==> src/rtl/bcd_digit_scan_controller.sv <==
// Purpose : time-multiplexes one shared BCD-to-decimal decoder across NUM_DIGITS
//           positions; per frame it snapshots all digits, then shows them one at a
//           time (blank gap, then SHOW slot) with an active-low one-hot strobe.
// Latency : enable sampled high at edge t -> blank from t+1, first strobe from
//           t+1+BLANK_CYCLES; all outputs registered.
// Backpressure: none; free-running scan while enable=1, dark while enable=0.
//
// Ports:
//   clk, reset (sync, active-high), enable
//   digits_in   packed BCD, digit k at [4k+3:4k]
//   bcd_out     code to decoder, 4'hF = blank
//   digit_sel_n active-low one-hot strobe, all ones when blank
//   frame_done  1-cycle pulse on the edge that ends the last digit's SHOW slot
//   code_err    sticky flag: a shown snapshot digit was above 9
module bcd_digit_scan_controller #(
  parameter int NUM_DIGITS   = 4,
  parameter int TICK_DIV     = 1000,
  parameter int BLANK_CYCLES = 2
) (
  input  logic                    clk,
  input  logic                    reset,
  input  logic                    enable,
  input  logic [4*NUM_DIGITS-1:0] digits_in,
  output logic [3:0]              bcd_out,
  output logic [NUM_DIGITS-1:0]   digit_sel_n,
  output logic                    frame_done,
  output logic                    code_err
);

  localparam int SLOT_MAX = (TICK_DIV > BLANK_CYCLES) ? TICK_DIV : BLANK_CYCLES;
  localparam int CW       = $clog2(SLOT_MAX + 1);
  localparam int IW       = $clog2(NUM_DIGITS);

  localparam logic [CW-1:0] SHOW_LAST  = CW'(TICK_DIV - 1);
  localparam logic [CW-1:0] BLANK_LAST = CW'((BLANK_CYCLES > 0) ? BLANK_CYCLES - 1 : 0);
  localparam logic [IW-1:0] IDX_LAST   = IW'(NUM_DIGITS - 1);
  localparam logic [NUM_DIGITS-1:0] SEL_ONE = NUM_DIGITS'(1);

  typedef enum logic [1:0] {IDLE, BLANK, SHOW} state_t;

  state_t                  state;
  logic [IW-1:0]           idx;
  logic [CW-1:0]           cnt;
  logic [4*NUM_DIGITS-1:0] snapshot;

  logic                    in_idle;
  logic                    show_end;
  logic                    blank_end;
  logic                    frame_start;
  logic [4*NUM_DIGITS-1:0] snap_src;
  logic [IW-1:0]           next_idx;
  logic [IW+1:0]           bit_base;
  logic [3:0]              next_code;
  logic                    code_bad;
  logic [NUM_DIGITS-1:0]   next_sel_n;

  // Any unexpected encoding is treated as IDLE so the scan always restarts cleanly.
  assign in_idle   = !(state == BLANK || state == SHOW);
  assign show_end  = (state == SHOW)  && (cnt == SHOW_LAST);
  assign blank_end = (state == BLANK) && (cnt == BLANK_LAST);

  // A new frame begins when leaving IDLE or when the last digit's slot ends.
  // On that edge the fresh digits_in must feed the digit being loaded, since
  // with no blanking the first digit is shown on the very same edge.
  assign frame_start = in_idle || (show_end && (idx == IDX_LAST));
  assign snap_src    = frame_start ? digits_in : snapshot;
  assign next_idx    = frame_start ? '0 : (show_end ? idx + IW'(1) : idx);
  assign bit_base    = {next_idx, 2'b00};
  assign next_code   = snap_src[bit_base +: 4];
  assign code_bad    = next_code > 4'd9;
  assign next_sel_n  = ~(SEL_ONE << next_idx);

  always_ff @(posedge clk) begin
    if (reset) begin
      state       <= IDLE;
      idx         <= '0;
      cnt         <= '0;
      snapshot    <= '0;
      bcd_out     <= 4'hF;
      digit_sel_n <= '1;
      frame_done  <= 1'b0;
      code_err    <= 1'b0;
    end else if (!enable) begin
      state       <= IDLE;
      idx         <= '0;
      cnt         <= '0;
      bcd_out     <= 4'hF;
      digit_sel_n <= '1;
      frame_done  <= 1'b0;
    end else begin
      frame_done <= 1'b0;
      if (frame_start) begin
        snapshot <= digits_in;
      end
      if (show_end && (idx == IDX_LAST)) begin
        frame_done <= 1'b1;
      end

      if (in_idle || show_end || blank_end) begin
        cnt <= '0;
        idx <= next_idx;
        if (blank_end || BLANK_CYCLES == 0) begin
          // Enter a SHOW slot: strobe and code change together. Invalid codes
          // still strobe the digit but keep the decoder dark.
          state       <= SHOW;
          bcd_out     <= code_bad ? 4'hF : next_code;
          digit_sel_n <= next_sel_n;
          if (code_bad) begin
            code_err <= 1'b1;
          end
        end else begin
          state       <= BLANK;
          bcd_out     <= 4'hF;
          digit_sel_n <= '1;
        end
      end else begin
        cnt <= cnt + CW'(1);
      end
    end
  end

endmodule
==> config.mk <==
export PLATFORM = sky130hd
export DESIGN_NAME = bcd_digit_scan_controller
export DESIGN_NICKNAME = d
export VERILOG_FILES = /design/src/rtl/bcd_digit_scan_controller.sv
export SDC_FILE = /design/constraint.sdc
export NUM_CORES = 1
export LEC_CHECK = 0
export CAP_MARGIN = 10
export CORE_MARGIN = 8
export CORE_UTILIZATION = 53
export CTS_CLUSTER_SIZE = 14
export DETAILED_ROUTE_END_ITERATION = 8
export HOLD_SLACK_MARGIN = 0.06
export PLACE_DENSITY = 0.78
export SYNTH_ARGS = -nofsm -noshare
export SYNTH_HDL_FRONTEND = slang
export SYNTH_SLANG_ARGS = --single-unit
export TNS_END_PERCENT = 50
==> constraint.sdc <==
create_clock -name clk -period 6.33 [get_ports clk]
set_input_delay 0.9495 -clock clk [delete_from_list [all_inputs] [get_ports clk]]
set_output_delay 0.9495 -clock clk [all_outputs]
set_load 0.005 [all_outputs]
==> results of run 1 <==
==> worst min path at each step <==
stage | startpoint | end | slack, ns | cells past startpoint
detailed placement | snapshot[4] | snapshot[4] | 0.45 | 2
global route | snapshot[12] | snapshot[12] | 0.48 | 2
CTS | snapshot[4] | snapshot[4] | 0.46 | 2
finish | snapshot[14] | snapshot[14] | 0.46 | 2
floorplan | snapshot[4] | snapshot[4] | 0.43 | 2
global placement | snapshot[4] | snapshot[4] | 0.44 | 2
==> layer usage <==
layer,track usage [%],up-vias,routed length [um]
met4,4.62,0,53
li1,-,772,-
met3,4.13,6,143
met2,23.9,25,1930
met5,0,-,0
met1,14.6,705,1620
==> cells by family (layout without fill, tap and decap cells) <==
family                   after synthesis  in the layout  share of synthesized area, %
AND/OR/NAND/NOR                       80             80                          18.8
buffers and inverters                 14             41                          4.27
flip-flops                            40             40                          41.4
multiplexers                          18             18                          9.51
AO/OA/AOI/OAI                         40             40                          16.9
XOR/XNOR                              10             10                          5.89
adder cells (fa/ha/maj)                5              5                          3.24
==> report_power, final <==
| part | total (mW) | switching, mW | internal (mW) |
|---|---|---|---|
| Clock | 0.176 | 0.0918 | 0.0844 |
| Combinational | 0.0469 | 0.0230 | 0.0240 |
| Sequential | 0.262 | 0.00353 | 0.259 |
| Total | 0.486 | 0.118 | 0.367 |
==> Yosys cell counts (all sizes together) (2+ instances only) <==
| library cell | count | area, um^2 |
|---|---|---|
| clkbuf | 6 | 22.5 |
| a221oi | 3 | 56.3 |
| nor3 | 3 | 15.0 |
| a211oi | 3 | 22.5 |
| nor2b | 2 | 15.0 |
| and4 | 2 | 20.0 |
| ha | 5 | 62.6 |
| nand2 | 33 | 124 |
| xor2 | 4 | 35.0 |
| and3 | 3 | 25.0 |
| o21a | 2 | 15.0 |
| mux2 | 3 | 33.8 |
| a21oi | 16 | 83.8 |
| o22a | 3 | 26.3 |
| nor2 | 27 | 104 |
| o211ai | 2 | 15.0 |
| nand3 | 5 | 25.0 |
| a221o | 2 | 20.0 |
| nand2b | 2 | 15.0 |
| xnor2 | 6 | 78.8 |
| buf | 3 | 41.3 |
| a31oi | 2 | 12.5 |
| mux2i | 15 | 150 |
| inv | 5 | 18.8 |
| dfxtp | 40 | 801 |
==> flip-flops by register name, summed over array words and instances, names as in the netlist <==
signal and count:
bcd_out 4, cnt 10, code_err 1, digit_sel_n 4, frame_done 1, idx 2
snapshot 16, state 2
==> worst reg2reg max path, cell delays in order (launching register included) <==
cell and delay, ns:
dfxtp_1 0.37, ha_1 0.26, and4_4 0.23, a41oi_4 0.56, mux2_2 0.43, a221oi_2 0.34, a21oi_1 0.14, a22o_1 0.21
==> cell type report <==
type / instances / area, um^2 / area share (%)
Multi-Input combinational cell: 153 / 1050 / 45.8
Sequential cell: 40 / 801 / 34.9
Timing Repair Buffer: 28 / 280 / 12.2
Tap cell: 48 / 60.1 / 2.62
Clock inverter: 3 / 46.3 / 2.02
Clock buffer: 5 / 37.5 / 1.64
Inverter: 5 / 18.8 / 0.818
==> through the flow <==
stage | util [%] | hold WS, ns | instances | worst slack, ns
detailed placement | 61.7 | 0.447 | 274 | 3.23
global route | 64.1 | 0.478 | 282 | 3.41
finish | 64.1 | 0.463 | 282 | 3.60
CTS | 64.1 | 0.465 | 282 | 3.62
global placement | 61.7 | 0.441 | 274 | 3.27
floorplan | - | 0.433 | 207 | 4.12
==> flow_summary.yaml, run 1 <==
sta:
  slew_violations: 0
  relSlewSlack_pct: 51.4
  rsz0062_at_grt: "no"
  period_minus_slack_ns: 2.73
  hold_violations: 0
  setup_viol: 0
  tightest_slew_ns: 0.727
  fmaxAchievable_mhz: 366
  finalCritPeriodShare_pct: 43.1
  setup_tns_ns: 0
  skew_ns: 0.0125
synthesis:
  synth_ff_type: "dfxtp_1"
  synth_area_um2: 1930
  synth_cell_type_count: 46
  ys_warn_count: 0
  ys_ff_latch: 40
  synth_edf_count: 0
  synthCells: 207
  postSynth.asyncResetShare_pct: 0
  synth.avg_cell_area_um2: 9.34
  ys_seq_area_share_pct: 41.4
  syn-num-nets: 231
grt:
  track_usage_pct: 13.4
  grt_max_degree: 19
  gr-total-overflow: 0
  grt_pass1_wl_um: 6490
  antenna_found_initial: 0
  grt_pass1_vias: 1509
detailed_routing:
  wl_um: 3750
  ant_nets: 0
  drc: 0
  drt_iter0_drc: 70
  viasPerCell: 5.35
  wl_per_cell_um: 13.3
  firstDrtPassIters: 4
  vias: 1508
floorplanning:
  rows: 22
  die_w_um: 76.4
  core_region_area_um2: 3580
  die_h_um: 76.4
  die_area_um2: 5840
  pin_count: 29
  start_util_pct: 54.0
setup_path:
  startpoint: "reset"
  cp.required_ns: 6.59
  critPathMaxStageDelay_ns: 0.71
  r2r-start: "cnt[0]"
  worst_ep_arrival_time_ns: 2.99
  critPathKind: "input pin to register"
  cp-start-kind: "input pin"
  critPathCapture: "bcd_out[0]"
  slowest_stage: "clkdlybuf4s50_1"
  path_cells: "clkdlybuf4s50_1 -> inv_1 -> nand2_1 -> nor2_1 -> o21ai_0 -> a221o_1 -> o22a_1"
  r2r_slack_ns: 3.69
  critical_path_peak_fanout: 17
  end_kind: "register"
  reg2reg_to: "code_err"
  crit_buf_inv: 2
  cp_top_family: "buffers and inverters"
  crit_cells: 7
  reg2regPathDepth: 7
clocking:
  ctsHoldBuffers: 0
  htreeDepth: 2
  clockBufferDepth: 2
  cts_tree: "yes"
  post_cts_buffers: 0
  clock_latency_ns: 0.36
  cts_resized: 0
  clkSinkCount: 40
  clk_pin_slew_ns: 0.12
  ctsRootBufferMaster: "clkbuf_4"
  numCtsBuffers: 5
worst_hold_path:
  hold_class: "register to register"
place:
  numPortBuffers: 28
  postPlaceCellArea_um2: 2210
  place_congestion: 0.754
  hpwl_um: 2790
cells_and_area:
  antenna_cells: 0
  layout-drive-gt1-share_pct: 10.7
  area_delta_synth_final_pct: 18.6
  fin_nets: 257
  layout_commonest_cell: "dfxtp_1"
  fill_cells: 323
  final_cell_area_um2: 2290
  final_cell_mix: "dfxtp_1 (40), nand2_1 (33), clkdlybuf4s50_1 (28), nor2_1 (26)"
job:
  maxCapViolCount: 0
run_status:
  status: "finished clean"
power_and_ir_drop:
  total_power_uw: 486
  vdd_ir_drop_max_mv: 0.121
  p_leak_nw: 0.809
  p_per_area_nw_per_um2: 212
(Power assumes the default switching activity.)
==> run 2, diff against run 1 <==
CORE_UTILIZATION = 48   (was 53)
PLACE_DENSITY = 0.75   (was 0.78)
clock period = 2.2 ns   (was 6.33 ns; I/O delays follow)
==> flow_summary.yaml, run 2 (synthesis gave the netlist of run 1 again) <==
run_status:
  status: "finished with violations"
  violations: "setup timing"
grt:
  gr-total-overflow: 0
  grt_max_degree: 17
  antenna_found_initial: 0
  grt_pass1_wl_um: 7940
  grt_pass1_vias: 1724
  track_usage_pct: 15.7
setup_path:
  crit_buf_inv: 1
  r2r-start: "cnt[1]"
  crit_cells: 9
  r2r_slack_ns: -0.02
  critical_path_peak_fanout: 5
  reg2regPathDepth: 9
  cp_top_family: "compound AO/OA/AOI/OAI gates"
  cp.required_ns: 2.40
  critPathCapture: "code_err"
  cp-start-kind: "register"
  end_kind: "register"
  critPathKind: "register to register"
  startpoint: "cnt[1]"
  reg2reg_to: "code_err"
  worst_ep_arrival_time_ns: 2.42
  path_cells: "ha_4 -> and4_4 -> a41oi_4 -> buf_12 -> mux2i_1 -> mux2i_1 -> a221oi_2 -> a21oi_2 -> a22o_1"
  cp_common_cell: "mux2i_1"
  critPathMaxStageDelay_ns: 0.35
  slowest_stage: "a221oi_2"
sta:
  hold_ws_ns: 0.460
  fmaxAchievable_mhz: 450
  setup_viol: 2
  rsz0062_at_grt: "yes"
  hold_violations: 0
  skew_ns: 0.00707
  period_minus_slack_ns: 2.22
  relSlewSlack_pct: 71.9
  setup_slack_ns: -0.0221
  finalCritPeriodShare_pct: 101
  slew_violations: 0
  tightest_slew_ns: 0.417
cells_and_area:
  antenna_cells: 0
  layout-drive-gt1-share_pct: 24.3
  regMostFlops: "snapshot"
  post-route-util_pct: 67.0
  layout.cells.non_filler: 313
  largest_reg_flops: 16
  layout_commonest_cell: "dfxtp_1"
  final_cell_mix: "dfxtp_1 (36), nand2_1 (33), clkdlybuf4s50_1 (28), nor2_1 (26), buf_4 (25)"
  area_delta_synth_final_pct: 36.6
  final_cell_area_um2: 2640
  fin_nets: 286
  reg_top3: "snapshot: 16 flops, cnt: 10 flops"
  fill_cells: 310
power_and_ir_drop:
  comb_power_share_pct: 11.6
  vdd_ir_drop_max_mv: 0.268
  p_sw_uw: 345
  p_leak_nw: 0.983
  p_per_area_nw_per_um2: 577
  seqPwrFrac_pct: 49.6
  internal_power_mw: 1.18
  p_clk_share_pct: 38.8
  switching_share_pct: 22.6
detailed_routing:
  wl_um: 4490
  wl_per_cell_um: 14.3
  ant_nets: 0
  firstDrtPassIters: 4
  drc: 0
  drt_iter0_drc: 120
  viasPerCell: 5.25
  vias: 1642
place:
  postPlaceCellArea_um2: 2430
  hpwl_um: 3380
  place_congestion: 0.783
  pre_cts_ws_ns: -0.110
  numPortBuffers: 28
  placed_cells: 303
worst_hold_path:
  hold_class: "register to register"
job:
  maxCapViolCount: 0
clocking:
  clkSinkCount: 40
  htreeDepth: 2
  clk_pin_slew_ns: 0.08
  numCtsBuffers: 5
  clock_latency_ns: 0.30
  clockBufferDepth: 2
  ctsRootBufferMaster: "clkbuf_8"
  cts_tree: "yes"
floorplanning:
  die_area_um2: 6310
  pin_count: 29
  rows: 23
  die_h_um: 79.5
  die_w_um: 79.5
  start_util_pct: 49.0
  core_region_area_um2: 3940
-- run 2: cell types whose count changed in the layout (fill, tap and decap cells not counted), sizes merged --
cell | previous run | this run
buf | 0 | 29
clkinvlp | 1 | 0
clkbuf | 5 | 6
clkinv | 0 | 1
inv | 6 | 5
-- run 2: timing repair --
action,CTS,global route
gates cloned,1,0
resized for setup,16,2
hold buffers,0,0
endpoints found under the setup margin,4,5
buffers inserted,2,0
pin swaps,9,3
-- run 2: layer usage --
metal  GRT usage, %  wire (um)
met2           27.6       2320
met4           6.85         81
met5              0          0
met3           3.94        157
met1           17.4       1930
-- run 2: cell type report --
class                   instances  area (um^2)  share of cell area [%]
inverters                       5         18.8                   0.711
well taps                      50         62.6                    2.37
clock buffers                   6         72.6                    2.75
clock inverters                 2         35.0                    1.33
multi-input cells             153         1110                    42.0
flip-flops and latches         40          806                    30.5
repair buffers                 57          538                    20.4
-- run 2: worst min path at each step --
stage / startpoint / depth (start not counted) / endpoint / slack, ns
after global routing: snapshot[7] / 2 / snapshot[7] / 0.48
after detailed placement: snapshot[9] / 2 / snapshot[9] / 0.45
after global placement: snapshot[7] / 2 / snapshot[7] / 0.44
after floorplan: snapshot[4] / 2 / snapshot[4] / 0.43
final: snapshot[12] / 2 / snapshot[12] / 0.46
after CTS: snapshot[9] / 2 / snapshot[9] / 0.46
-- run 2: per-stage QoR --
step           setup TNS, ns  total power [mW]
3_3_place_gp         -0.0176             0.930
3_5_place_dp          -0.284             0.934
6_report             -0.0351              1.52
5_1_grt               -0.574              1.59
2_1_floorplan              0             0.861
4_1_cts              -0.0277              1.54
-- run 2: power by group through the flow --
stage               Combinational, mW  Sequential, mW  Clock [mW]
floorplan                      0.0916           0.769           0
global placement                0.159           0.771           0
detailed placement              0.163           0.771           0
CTS                             0.178           0.755       0.603
global route                    0.196           0.758       0.634
finish                          0.177           0.755       0.591
-- run 2: worst reg2reg max path, cell delays in order (launching register included) --
cell      delay, ns
dfxtp_2        0.34
ha_4           0.16
and4_4         0.22
a41oi_4        0.27
buf_12         0.17
mux2i_1        0.19
mux2i_1        0.11
a221oi_2       0.35
a21oi_2        0.11
a22o_1         0.20
